==> config.mk <==
export PLATFORM = sky130hd
export DESIGN_NAME = mem_bus_arbiter
export DESIGN_NICKNAME = d
export VERILOG_FILES = /design/src/rtl/mem_bus_arbiter.sv
export SDC_FILE = /design/constraint.sdc
export NUM_CORES = 1
export LEC_CHECK = 0
export ABC_AREA = 1
export ABC_CLOCK_PERIOD_IN_PS = 3500
export BUFFER_PORTS_ARGS = -buffer_cell sky130_fd_sc_hd__buf_2
export CAP_MARGIN = 25
export CORE_MARGIN = 2
export CORE_UTILIZATION = 39
export CTS_BUF_LIST = sky130_fd_sc_hd__clkbuf_16
export CTS_CLUSTER_SIZE = 20
export DETAILED_ROUTE_END_ITERATION = 7
export PLACE_DENSITY = 0.79
export RECOVER_POWER = 100
export REMOVE_ABC_BUFFERS = 1
export SLEW_MARGIN = 20
export SYNTH_ARGS = -nofsm -noshare
export SYNTH_HDL_FRONTEND = slang
export SYNTH_SLANG_ARGS = --single-unit
==> constraint.sdc <==
create_clock -name clk -period 3.5 [get_ports clk]
set_clock_uncertainty 0.2 [all_clocks]
set_input_delay 0.175 -clock clk [delete_from_list [all_inputs] [get_ports clk]]
set_output_delay 0.175 -clock clk [all_outputs]
set_load 0.01 [all_outputs]
==> src/rtl/mem_bus_arbiter.sv <==
// Two-master arbiter in front of a single external memory bus sequencer.
// Define MEM_ARB_ROUND_ROBIN_EN for round-robin tie-break; default build gives master 0 priority.
module mem_bus_arbiter (
  input  logic        clk,
  input  logic        reset_in,
  // master 0 (CPU)
  input  logic [14:0] m0_raddr,
  input  logic        m0_rreq,
  output logic [15:0] m0_rdata,
  output logic        m0_rdone,
  input  logic [14:0] m0_waddr,
  input  logic [1:0]  m0_wmask,
  input  logic [15:0] m0_wdata,
  output logic        m0_wdone,
  // master 1 (loader/DMA)
  input  logic [14:0] m1_raddr,
  input  logic        m1_rreq,
  output logic [15:0] m1_rdata,
  output logic        m1_rdone,
  input  logic [14:0] m1_waddr,
  input  logic [1:0]  m1_wmask,
  input  logic [15:0] m1_wdata,
  output logic        m1_wdone,
  // external bus sequencer
  output logic [14:0] d_raddr,
  output logic        d_rreq,
  input  logic [15:0] d_rdata,
  input  logic        d_rdone,
  output logic [14:0] d_waddr,
  output logic [1:0]  d_wmask,
  output logic [15:0] d_wdata,
  input  logic        d_wdone,
  output logic        grant,
  output logic        busy
);

  typedef enum logic [1:0] {StIdle, StWr, StRd} state_e;

  state_e      state_q, state_d;
  logic        owner_q;
  logic        last_q;
  logic [14:0] addr_q;
  logic [1:0]  mask_q;
  logic [15:0] data_q;

  logic pend0, pend1;
  logic tie_winner;
  logic winner;
  logic win_wr;
  logic start;
  logic xfer_done;

  assign pend0 = m0_rreq | (m0_wmask != 2'b00);
  assign pend1 = m1_rreq | (m1_wmask != 2'b00);

`ifdef MEM_ARB_ROUND_ROBIN_EN
  assign tie_winner = ~last_q;
`else
  assign tie_winner = 1'b0;
`endif

  assign winner    = (pend0 & pend1) ? tie_winner : pend1;
  // Writes go first within a master; its read re-arbitrates afterwards.
  assign win_wr    = winner ? (m1_wmask != 2'b00) : (m0_wmask != 2'b00);
  assign start     = (state_q == StIdle) & (pend0 | pend1);
  assign xfer_done = ((state_q == StWr) & d_wdone) | ((state_q == StRd) & d_rdone);

  // State register plus the request latched at grant.
  always_ff @(posedge clk or posedge reset_in) begin
    if (reset_in) begin
      state_q <= StIdle;
      owner_q <= 1'b0;
      last_q  <= 1'b1;
      addr_q  <= '0;
      mask_q  <= '0;
      data_q  <= '0;
    end else begin
      state_q <= state_d;
      if (start) begin
        owner_q <= winner;
        if (win_wr) begin
          addr_q <= winner ? m1_waddr : m0_waddr;
          mask_q <= winner ? m1_wmask : m0_wmask;
          data_q <= winner ? m1_wdata : m0_wdata;
        end else begin
          addr_q <= winner ? m1_raddr : m0_raddr;
          mask_q <= 2'b00;
          data_q <= '0;
        end
      end
      if (xfer_done) begin
        last_q <= owner_q;
      end
    end
  end

  always_comb begin
    state_d = state_q;
    unique case (state_q)
      StIdle:  if (start) state_d = win_wr ? StWr : StRd;
      StWr:    if (d_wdone) state_d = StIdle;
      StRd:    if (d_rdone) state_d = StIdle;
      default: state_d = StIdle;
    endcase
  end

  // Request strobes are gated off in the done cycle so the sequencer never re-samples them.
  always_comb begin
    d_raddr  = addr_q;
    d_waddr  = addr_q;
    d_wdata  = data_q;
    d_wmask  = 2'b00;
    d_rreq   = 1'b0;
    m0_rdone = 1'b0;
    m0_wdone = 1'b0;
    m1_rdone = 1'b0;
    m1_wdone = 1'b0;
    m0_rdata = d_rdata;
    m1_rdata = d_rdata;
    busy     = (state_q != StIdle);
    grant    = owner_q;
    if (state_q == StWr) begin
      d_wmask  = d_wdone ? 2'b00 : mask_q;
      m0_wdone = d_wdone & ~owner_q;
      m1_wdone = d_wdone & owner_q;
    end
    if (state_q == StRd) begin
      d_rreq   = ~d_rdone;
      m0_rdone = d_rdone & ~owner_q;
      m1_rdone = d_rdone & owner_q;
    end
  end

endmodule

==> run_results.csv <==
group,metric,value,unit
timing,setup_violations,0,
logic_synthesis,syn_avg_cell_area,7.22,um2
grt,gr-usage-all-layers,19.1,%
detailed_routing,wl_met2,3280,um
floorplan,start_util,39.8,%
logic_synthesis,yosysMostFrequentCell,"nand2_1",
power_and_ir_drop,finalPower,2.05,mW
clock_network,post_cts_resized,0,
logic_synthesis,synth_top_area_share,33.7,%
detailed_routing,drc,0,
finish,area_growth,16.6,%
logic_synthesis,synth_edf_count,0,
critical_path,crit_path_start_kind,"input port",
detailed_routing,m1WireLength,2990,um
placed_design,dp_hpwl,5440,um
worst_hold_path,hp-class,"input port to flip-flop",
detailed_routing,dr_wl_met3,805,um
clock_network,clkTransAtPathRegs,50,ps
outcome,violations,"max-capacitance violations, max-slew violations",
critical_path,slowest_delay,830,ps
finish,drive_above_1_share,27.4,%
placed_design,place_congestion,0.796,
floorplan,ios,205,
detailed_routing,wl_per_cell,13.1,um
clock_network,cts-root-buf,"clkbuf_16",
clock_network,numClockSinks,36,
logic_synthesis,synth_area,2670,um2
critical_path,crit_path_max_fanout,33,
clock_network,ctsHoldBuffers,1,
logic_synthesis,synthFlopType,"dfrtp_1",
detailed_routing,ant_nets,0,
logic_synthesis,synth_commonest_cells,"nand2_1, nand3_1, buf_4",
logic_synthesis,synth_top_cell_by_area,"dfrtp_1",
timing,fin_tns_setup,0,ps
floorplan,core,6720,um2
placed_design,portBuffers,156,
critical_path,startpoint,"m1_wmask[1]",
finish,stdcell_count,548,
power_and_ir_drop,p_leak,1.68,nW
floorplan,die_w,86.8,um
logic_synthesis,ys_types,21,
timing,worst_slew_pin_slew,1930,ps
clock_network,htree_levels,2,
critical_path,crit_arrival,2420,ps
clock_network,postCtsSetupBuffers,0,
detailed_routing,wirelength,7200,um
detailed_routing,top_layer,"met5",
grt,overflow,0,
grt,antenna_found_initial,0,
grt,grt_max_degree,64,
flow_run,maxCapViolations,1,
logic_synthesis,yosys-top-cells-area,"dfrtp_1, buf_4, nand2_1",
clock_network,clk_latency,270,ps
floorplan,fp.dieArea,7530,um2
power_and_ir_drop,p_per_area,659,nW/um2
timing,finalHoldViolCount,0,
logic_synthesis,ys.warnings.count,0,
detailed_routing,vias,2644,
timing,slew_headroom,-28.6,%
clock_network,clock_path_buffers,2,
detailed_routing,dr.pass1.iters,4,
worst_hold_path,min_from,"m1_wdata[10]",
placed_design,placed_cell_area,3070,um2
clock_network,cts_tree,"yes",
timing,maxSlewViolCount,37,
clock_network,cts-buffers-inserted,5,
critical_path,cp_cell_sequence,"clkbuf_1 -> nor2_1 -> nand2_1 -> nor2_4 -> nor2_4 -> inv_2 -> nand2_1 -> o21ai_0",
floorplan,die_y,86.8,um
timing,fin_crit,2490,ps
critical_path,rr_startpoint,"state_q[0]",
finish,design_area,3120,um2
logic_synthesis,synthCells,370,
logic_synthesis,yosysSeqAreaShare,33.7,%
logic_synthesis,async_flop_share,100,%
critical_path,end_kind,"flip-flop",
timing,rsz0062_at_grt,"no",
grt,grt_pass1_vias,2379,
logic_synthesis,synth-seq-cells,36,
critical_path,cp_slowest_cell,"nand2_1",
grt,grt_pass1_wl,11200,um
detailed_routing,avgViaCountPerCell,4.82,
critical_path,critical_path_class,"input port to flip-flop",
power_and_ir_drop,peakVddDrop,0.000258,V
timing,fmax,401,MHz
critical_path,cp.required,3420,ps
finish,diodes,0,
timing,timing.final.crit_share,71.3,%
placed_design,dp.cells,540,
finish,fin_nets,586,
detailed_routing,drt_iter0_drc,66,
floorplan,rows,30,
outcome,status,"finished, violations left",
final cells by class:
cell class / instances / area [um2]
flip-flops and latches: 36 / 901
clock inverters: 2 / 7.51
fillers: 737 / 3600
clock buffers: 5 / 125
multi-input cells: 235 / 1130
repair buffers: 158 / 726
well taps: 80 / 100
inverters: 32 / 123
sequential cells by signal, indices dropped and copies added, names as in the netlist:
name,cells
state_q,2
mask_q,2
d_wdata,16
d_raddr,15
grant,1
critical path, delay by kind of cell:
kind | cells | cell delay, ps
AO/OA/AOI/OAI | 1 | 90
buffers and inverters | 2 | 500
AND/OR/NAND/NOR | 5 | 1640
placed cells by master, fill, tap and decap left out, drive strengths merged:
cell / count
nand3: 76
buf: 101
nor3: 4
dlygate4sd3: 1
nand2: 109
dfrtp: 36
clkinv: 2
nor2: 10
o21ai: 36
clkbuf: 61
inv: 32
stage by stage:
stage	setup slack [ps]	utilization [%]	hold slack [ps]
5_1_grt	640	46.4	20.3
6_report	1010	46.4	10.5
4_1_cts	1320	47.7	1.07
3_3_place_gp	1180	45.6	98.3
2_1_floorplan	1670	-	142
3_5_place_dp	1100	45.6	107
cells by family (layout without fill, tap and decap cells):
family	count (synthesis)	after routing	share of synthesized area [%]
and+or+nand+nor	199	199	36.4
AOI/OAI and AO/OA	36	36	6.74
buffers and inverters	99	197	23.1
DFF	36	36	33.7
power by group:
group          switching, mW  internal (mW)  total, mW
registers              0.134          0.618      0.751
logic                  0.588          0.309      0.897
clock network          0.151          0.254      0.405
per-layer routing:
layer / GRT usage (%) / up-vias
li1: - / 1330
met1: 23.0 / 1163
met2: 29.9 / 138
met3: 9.62 / 11
met4: 4.55 / 2
met5: 5.59 / -
path summary, 6_finish.rpt:
check,end,cells after the start,slack (ps)
max in group asynchronous,d_wdata[3],4,1050
min,d_wdata[10],3,10
max,grant,8,1010
max reg2reg,grant,6,1160
min in group asynchronous,d_wdata[11],4,940
min reg2reg,d_wdata[4],2,290
No activity file was read; power rests on OpenSTA's default activity.
